### src/rtl/memtest_pkg.sv
// rtl/memtest_pkg.sv - shared types, cycle constants and BCD helper for the memtest sweep controller
package memtest_pkg;

   // Reconfiguration handshake states
   typedef enum logic [2:0] {
      IDLE = 3'd0,
      LOAD = 3'd1,
      GAP  = 3'd2,
      ARM  = 3'd3,
      WAIT = 3'd4
   } rcfg_state_t;

   // Cycle constants for the nominal 50 MHz clock_50_i
   localparam longint CLK_HZ_NOM = 64'd50000000;
   localparam longint TENTH_CYC  = CLK_HZ_NOM / 10;
   localparam longint MIN_CYC    = 64'd60 * CLK_HZ_NOM;

   // Increment a 4-digit packed BCD value; 9999 rolls over to 0000
   function automatic logic [15:0] bcd4_inc(input logic [15:0] v);
      logic [15:0] r;
      logic        carry;
      r     = v;
      carry = 1'b1;
      for (int i = 0; i < 4; i++) begin
         if (carry) begin
            if (r[i*4 +: 4] == 4'd9) begin
               r[i*4 +: 4] = 4'd0;
            end else begin
               r[i*4 +: 4] = r[i*4 +: 4] + 4'd1;
               carry       = 1'b0;
            end
         end
      end
      return r;
   endfunction

endpackage

### src/rtl/memtest_bcd_timer.sv
// rtl/memtest_bcd_timer.sv - tenth-second marker counter and BCD elapsed-minutes display
module memtest_bcd_timer
   import memtest_pkg::*;
#(
   parameter longint TENTH_CYC_P = TENTH_CYC,
   parameter longint MIN_CYC_P   = MIN_CYC
)(
   input  logic        clock_50_i,
   input  logic        RESET,
   input  logic        clear,
   output logic [15:0] mins,
   output logic [2:0]  tenths
);

   localparam int TW = (TENTH_CYC_P > 1) ? $clog2(TENTH_CYC_P) : 1;
   localparam int MW = (MIN_CYC_P > 1) ? $clog2(MIN_CYC_P) : 1;
   localparam logic [TW-1:0] TENTH_LAST = TW'(TENTH_CYC_P - 1);
   localparam logic [MW-1:0] MIN_LAST   = MW'(MIN_CYC_P - 1);

   logic [TW-1:0] tenth_cnt;
   logic [MW-1:0] min_cnt;

   // Tenth-second prescaler; the 3-bit marker counter wraps 7->0 naturally
   always_ff @(posedge clock_50_i) begin
      if (RESET || clear) begin
         tenth_cnt <= '0;
         tenths    <= 3'd0;
      end else if (tenth_cnt == TENTH_LAST) begin
         tenth_cnt <= '0;
         tenths    <= tenths + 3'd1;
      end else begin
         tenth_cnt <= tenth_cnt + TW'(1);
      end
   end

   // Minute prescaler driving the BCD minutes display
   always_ff @(posedge clock_50_i) begin
      if (RESET || clear) begin
         min_cnt <= '0;
         mins    <= 16'h0000;
      end else if (min_cnt == MIN_LAST) begin
         min_cnt <= '0;
         mins    <= bcd4_inc(mins);
      end else begin
         min_cnt <= min_cnt + MW'(1);
      end
   end

endmodule

### src/rtl/memtest_sweep_ctrl.sv
// rtl/memtest_sweep_ctrl.sv - SDRAM test frequency selection, PLL reconfig sequencing and auto sweep; MEMTEST_SWEEP_LOOP_EN makes the auto sweep loop forever
module memtest_sweep_ctrl
   import memtest_pkg::*;
#(
   parameter int     N_STEPS      = 11,
   parameter int     POS_W        = 4,
   parameter int     DEFAULT_POS  = 7,
   parameter longint CLK_HZ       = 50000000,
   parameter longint DWELL_SEC    = 10,
   parameter int     RCFG_TIMEOUT = 1000
)(
   input  logic               clock_50_i,
   input  logic               RESET,
   input  logic               btn_up,
   input  logic               btn_down,
   input  logic               btn_auto,
   input  logic               pass_seen,
   input  logic               fail_seen,
   input  logic               rc_busy,
   output logic               rc_write_from_rom,
   output logic               rc_reconfig,
   output logic               rc_reset,
   output logic [POS_W-1:0]   rom_sel,
   output logic [POS_W-1:0]   pos,
   output logic               recfg,
   output logic               auto_on,
   output logic [15:0]        mins,
   output logic [2:0]         tenths,
   output logic [N_STEPS-1:0] fail_map,
   output logic [N_STEPS-1:0] done_map,
   output logic               sweep_done
);

   localparam logic [POS_W-1:0] LAST_POS  = POS_W'(N_STEPS - 1);
   localparam longint           DWELL_CYC = DWELL_SEC * CLK_HZ;
   localparam int               DW        = (DWELL_CYC > 1) ? $clog2(DWELL_CYC) : 1;
   localparam logic [DW-1:0]    DWELL_MAX = DW'(DWELL_CYC - 1);
   localparam int               TOW       = $clog2(RCFG_TIMEOUT + 1);

   rcfg_state_t        state;
   logic [TOW-1:0]     to_cnt;
   logic [DW-1:0]      dwell_cnt;
   logic               dwell_end;
   logic               up_q, down_q, auto_q;
   logic               up_req, down_req, auto_req;
   logic               start;
   logic [POS_W-1:0]   pos_n;
   logic               auto_n;
   logic [N_STEPS-1:0] fail_n, done_n;
   logic               sdone_n;

   assign up_req    = btn_up & ~up_q;
   assign down_req  = btn_down & ~down_q;
   assign auto_req  = btn_auto & ~auto_q;
   assign dwell_end = (dwell_cnt == DWELL_MAX);
   assign rom_sel   = pos;

   // Arbitrate requests and auto-advance; nothing is accepted mid-reconfig
   always_comb begin
      pos_n   = pos;
      auto_n  = auto_on;
      fail_n  = fail_map;
      done_n  = done_map;
      sdone_n = sweep_done;
      start   = 1'b0;
      if (!recfg && state == IDLE) begin
         if (auto_req) begin
            if (!auto_on) begin
               pos_n   = '0;
               auto_n  = 1'b1;
               fail_n  = '0;
               done_n  = '0;
               sdone_n = 1'b0;
            end else begin
               auto_n = 1'b0;
            end
            start = 1'b1;
         end else if (up_req) begin
            if (pos != '0) begin
               pos_n  = pos - POS_W'(1);
               auto_n = 1'b0;
               start  = 1'b1;
            end
         end else if (down_req) begin
            if (pos != LAST_POS) begin
               pos_n  = pos + POS_W'(1);
               auto_n = 1'b0;
               start  = 1'b1;
            end
         end else if (auto_on && (fail_seen || dwell_end)) begin
            done_n[pos] = 1'b1;
            if (fail_seen || !pass_seen) begin
               fail_n[pos] = 1'b1;
            end
            if (pos != LAST_POS) begin
               pos_n = pos + POS_W'(1);
               start = 1'b1;
            end else begin
               sdone_n = 1'b1;
`ifdef MEMTEST_SWEEP_LOOP_EN
               pos_n = '0;
               start = 1'b1;
`else
               auto_n = 1'b0;
`endif
            end
         end
      end
   end

   // Button edge registers and sweep bookkeeping
   always_ff @(posedge clock_50_i) begin
      if (RESET) begin
         up_q       <= 1'b0;
         down_q     <= 1'b0;
         auto_q     <= 1'b0;
         pos        <= POS_W'(DEFAULT_POS);
         auto_on    <= 1'b0;
         fail_map   <= '0;
         done_map   <= '0;
         sweep_done <= 1'b0;
      end else begin
         up_q       <= btn_up;
         down_q     <= btn_down;
         auto_q     <= btn_auto;
         pos        <= pos_n;
         auto_on    <= auto_n;
         fail_map   <= fail_n;
         done_map   <= done_n;
         sweep_done <= sdone_n;
      end
   end

   // Dwell timer starts when reconfig finishes and saturates at the dwell end
   always_ff @(posedge clock_50_i) begin
      if (RESET || recfg || !auto_on) begin
         dwell_cnt <= '0;
      end else if (state == IDLE && !dwell_end) begin
         dwell_cnt <= dwell_cnt + DW'(1);
      end
   end

   // PLL reconfig handshake; a timeout beats a normal completion in the same cycle
   always_ff @(posedge clock_50_i) begin
      if (RESET) begin
         state             <= IDLE;
         recfg             <= 1'b0;
         to_cnt            <= '0;
         rc_write_from_rom <= 1'b0;
         rc_reconfig       <= 1'b0;
         rc_reset          <= 1'b0;
      end else begin
         rc_write_from_rom <= 1'b0;
         rc_reconfig       <= 1'b0;
         rc_reset          <= 1'b0;
         case (state)
            IDLE: begin
               if (start) begin
                  state <= LOAD;
                  recfg <= 1'b1;
               end
            end
            LOAD: begin
               rc_write_from_rom <= 1'b1;
               state             <= GAP;
            end
            GAP: begin
               state <= ARM;
            end
            ARM: begin
               if (!rc_busy) begin
                  rc_reconfig <= 1'b1;
                  to_cnt      <= TOW'(RCFG_TIMEOUT);
                  state       <= WAIT;
               end
            end
            WAIT: begin
               if (to_cnt == TOW'(1)) begin
                  rc_reset <= 1'b1;
                  state    <= IDLE;
                  recfg    <= 1'b0;
               end else begin
                  to_cnt <= to_cnt - TOW'(1);
                  if (!rc_reconfig && !rc_busy) begin
                     state <= IDLE;
                     recfg <= 1'b0;
                  end
               end
            end
            default: begin
               state <= IDLE;
               recfg <= 1'b0;
            end
         endcase
      end
   end

   memtest_bcd_timer #(
      .TENTH_CYC_P (CLK_HZ / 10),
      .MIN_CYC_P   (64'd60 * CLK_HZ)
   ) u_timer (
      .clock_50_i (clock_50_i),
      .RESET      (RESET),
      .clear      (recfg),
      .mins       (mins),
      .tenths     (tenths)
   );

endmodule

### config.mk
export PLATFORM = sky130hd
export DESIGN_NAME = memtest_sweep_ctrl
export DESIGN_NICKNAME = d
export VERILOG_FILES = /design/src/rtl/memtest_pkg.sv /design/src/rtl/memtest_bcd_timer.sv /design/src/rtl/memtest_sweep_ctrl.sv
export SDC_FILE = /design/constraint.sdc
export NUM_CORES = 1
export LEC_CHECK = 0
export BUFFER_PORTS_ARGS = -buffer_cell sky130_fd_sc_hd__buf_2
export CORE_MARGIN = 5
export CORE_UTILIZATION = 45
export DETAILED_ROUTE_END_ITERATION = 10
export GPL_TIMING_DRIVEN = 0
export SLEW_MARGIN = 20
export SYNTH_ARGS = -nofsm -noshare
export SYNTH_HDL_FRONTEND = slang
export SYNTH_SLANG_ARGS = --single-unit
### constraint.sdc
create_clock -name clock_50_i -period 6.9 [get_ports clock_50_i]
set_input_delay 1.035 -clock clock_50_i [delete_from_list [all_inputs] [get_ports clock_50_i]]
set_output_delay 1.035 -clock clock_50_i [all_outputs]
set_load 0.01 [all_outputs]
==> impl_metrics.json <==
{
  "status": "finished, final reports clean",
  "synth_nets": 853,
  "slowest_stage": "nor4_1",
  "start_util_pct": 45.4,
  "cp-startpoint": "u_timer.min_cnt[0]",
  "ys_seq_elements": 151,
  "grt_pass1_wl_mm": 29.9,
  "finalSetupTns_ns": 0,
  "rr_startpoint": "u_timer.min_cnt[0]",
  "port_buffers": 62,
  "seq_power_share_pct": 42.4,
  "ys.flop_type": "dfxtp_1",
  "core-area_um2": 15800,
  "cts_setup_buffers": 0,
  "dieArea_um2": 18500,
  "max_freq_mhz": 361,
  "drt-initial-drc-count": 380,
  "final_core_util_pct": 53.0,
  "syn2layout_area_growth_pct": 16.7,
  "drive_above_1_share_pct": 12.9,
  "ioPinCount": 63,
  "grt_pass1_vias": 6286,
  "clock-root-buffer": "clkbuf_16",
  "syn_area_um2": 7160,
  "min_path_type": "reg2reg",
  "drt_pass1_iterations": 7,
  "synth_top_area_share_pct": 42.2,
  "slew_headroom_pct": 17.5,
  "fp.dieW_um": 136,
  "routedWlPerCell_um": 15.2,
  "worstPathArrival_ns": 3.13,
  "synth_warnings": 0,
  "worst_pin_slew_ns": 1.22,
  "antenna_left": 0,
  "synth-edff-count": 0,
  "n_antenna_cell": 0,
  "via_count": 6509,
  "cts.clk_slew.worst_paths_ns": 0.06,
  "holdBufCountCts": 0,
  "placed_cell_area_um2": 7740,
  "critPathKind": "reg2reg",
  "peakVddDrop_v": 0.000186,
  "clock-sinks": 151,
  "synth_cell_type_count": 61,
  "place.detailed.hpwl_mm": 12.7,
  "ys_top_cells_by_count": "151 x dfxtp_1, 100 x nor2_1, 67 x nand2_1",
  "clock_path_buffers": 2,
  "fin_skew_ns": 0.0111,
  "p_comb_share_pct": 14.5,
  "finalMaxSlewViolations": 0,
  "nNetsFinal": 934,
  "cts_made_buffers": 17,
  "synth.area.top_cells": "dfxtp_1 42%, nor2_1 5.2%, xnor2_1 4.7%",
  "fp.dieH_um": 136,
  "whs_ns": 0.449,
  "rsz0062_at_grt": "no",
  "synthCells": 836,
  "finalHoldViolations": 0,
  "internal-power_uw": 1580,
  "yosysMostFrequentCell": "dfxtp_1",
  "ys_seq_area_share_pct": 42.2,
  "min_period_ns": 2.77,
  "end_kind": "flop",
  "pwr_density_cell_nw_per_um2": 265,
  "grt_util_all_layers_pct": 19.4,
  "critPathLaunchType": "flop",
  "final_cell_area_um2": 8350,
  "wl_mm": 17.4,
  "overflow": 0,
  "cp.required_ns": 7.26,
  "layout_setup_ws_ns": 4.13,
  "synth-async-reset-ratio_pct": 0,
  "drc": 0,
  "cts_resized": 0,
  "row_count": 46,
  "timing.final.crit_share_pct": 40.2,
  "clockPowerShare_pct": 43.1,
  "dp_slack_ns": 3.84,
  "timing.critical_path.buf_inv": 1,
  "avgSynthCellArea_um2": 8.56,
  "antenna_found_initial": 0,
  "hold_path.startpoint": "fail_map[0]",
  "p_leak_uw": 0.00283,
  "cpPeakStageDelay_ns": 0.80,
  "clkLatencyLatePin_ns": 0.42,
  "crit_family": "simple AND/OR/NAND/NOR gates",
  "switching_share_pct": 28.4,
  "path_cells": "ha_1, nand2_1, or3_1, clkbuf_1, nor4_1, mux2_2, nand3_1",
  "vias_per_cell": 5.68,
  "setup_viol": 0,
  "critPathMaxFanout": 10,
  "place.gp.congestion": 0.829,
  "power_switching_uw": 629,
  "maxCapViolCount": 0,
  "synth_area_leader_cell": "dfxtp_1",
  "htree_levels": 4,
  "cts_tree": "built",
  "grt_max_degree": 17
}
-- worst register-to-register path, stage by stage, from the launching register on --
cell	delay, ns
dfxtp_1	0.38
ha_1	0.26
nand2_1	0.16
or3_1	0.42
clkbuf_1	0.24
nor4_1	0.80
mux2_2	0.41
nand3_1	0.06
-- state kept, by name, indices dropped and copies added (netlist names) --
signal and count:
fail_map 11, up_q 1, rc_write_from_rom 1, u_timer.mins 16
recfg 1, auto_q 1, u_timer.min_cnt 32, pos 4
state 3, rc_reset 1, down_q 1, auto_on 1
sweep_done 1, u_timer.tenths 3, done_map 11, rc_reconfig 1
to_cnt 10, u_timer.tenth_cnt 23, dwell_cnt 29
-- power by group through the flow --
stage / clock, µW / sequential [µW] / combinational (µW)
floorplan: 0 / 951 / 220
global placement: 0 / 955 / 313
detailed placement: 0 / 956 / 320
CTS: 971 / 937 / 322
global route: 1020 / 943 / 361
finish: 954 / 937 / 320
-- cell families (layout without fill, tap and decap cells) --
family                   after synthesis  count (layout)  share of synthesized area (%)
AND/OR/NAND/NOR                      390             390                           29.7
flip-flops                           151             151                           42.2
AO/OA/AOI/OAI                        147             147                           13.7
buffers and inverters                 69             163                           4.00
XOR/XNOR                              65              65                           7.96
adder cells (fa/ha/maj)                9               9                           1.68
multiplexers                           5               5                          0.717
-- cells in the final DEF, fill, tap and decap left out, types with 22 or more instances in the layout --
master and instances:
dfxtp_1 151, nor2_1 100, nand2_1 67, buf_2 66
a21oi_1 46, nand3_1 38, xnor2_1 38, or4_1 32
nand4_1 32, clkbuf_1 31, o31ai_1 31, inv_1 27
xor2_1 27, nor3_1 22
-- cell type report --
cell class,instances,area [µm²]
buffer,42,185
clock buffer,18,439
clock inverter,14,171
fill,1528,7420
inverter,27,101
multi-input combinational,616,3850
sequential,151,3020
tap,216,270
timing repair buffer,62,310
-- per-layer routing --
metal	vias to the layer above	wire, µm	global-route usage (%)
met5	-	0	0
li1	3237	-	-
met1	3090	7990	25.2
met4	0	272	6.72
met2	160	8280	31.7
met3	22	866	4.29
-- per-stage QoR --
step | power, µW | cells
2_1_floorplan | 1170 | 836
3_3_place_gp | 1270 | 1114
3_5_place_dp | 1280 | 1114
4_1_cts | 2230 | 1146
5_1_grt | 2320 | 1146
6_report | 2210 | 1146
-- final timing paths --
kind	to	slack, ns	depth (start not counted)
max	u_timer.mins[15]	4.13	7
min	fail_map[0]	0.45	2
max reg2reg	u_timer.mins[15]	4.13	7
min reg2reg	fail_map[0]	0.45	2
(Power assumes the default switching activity.)
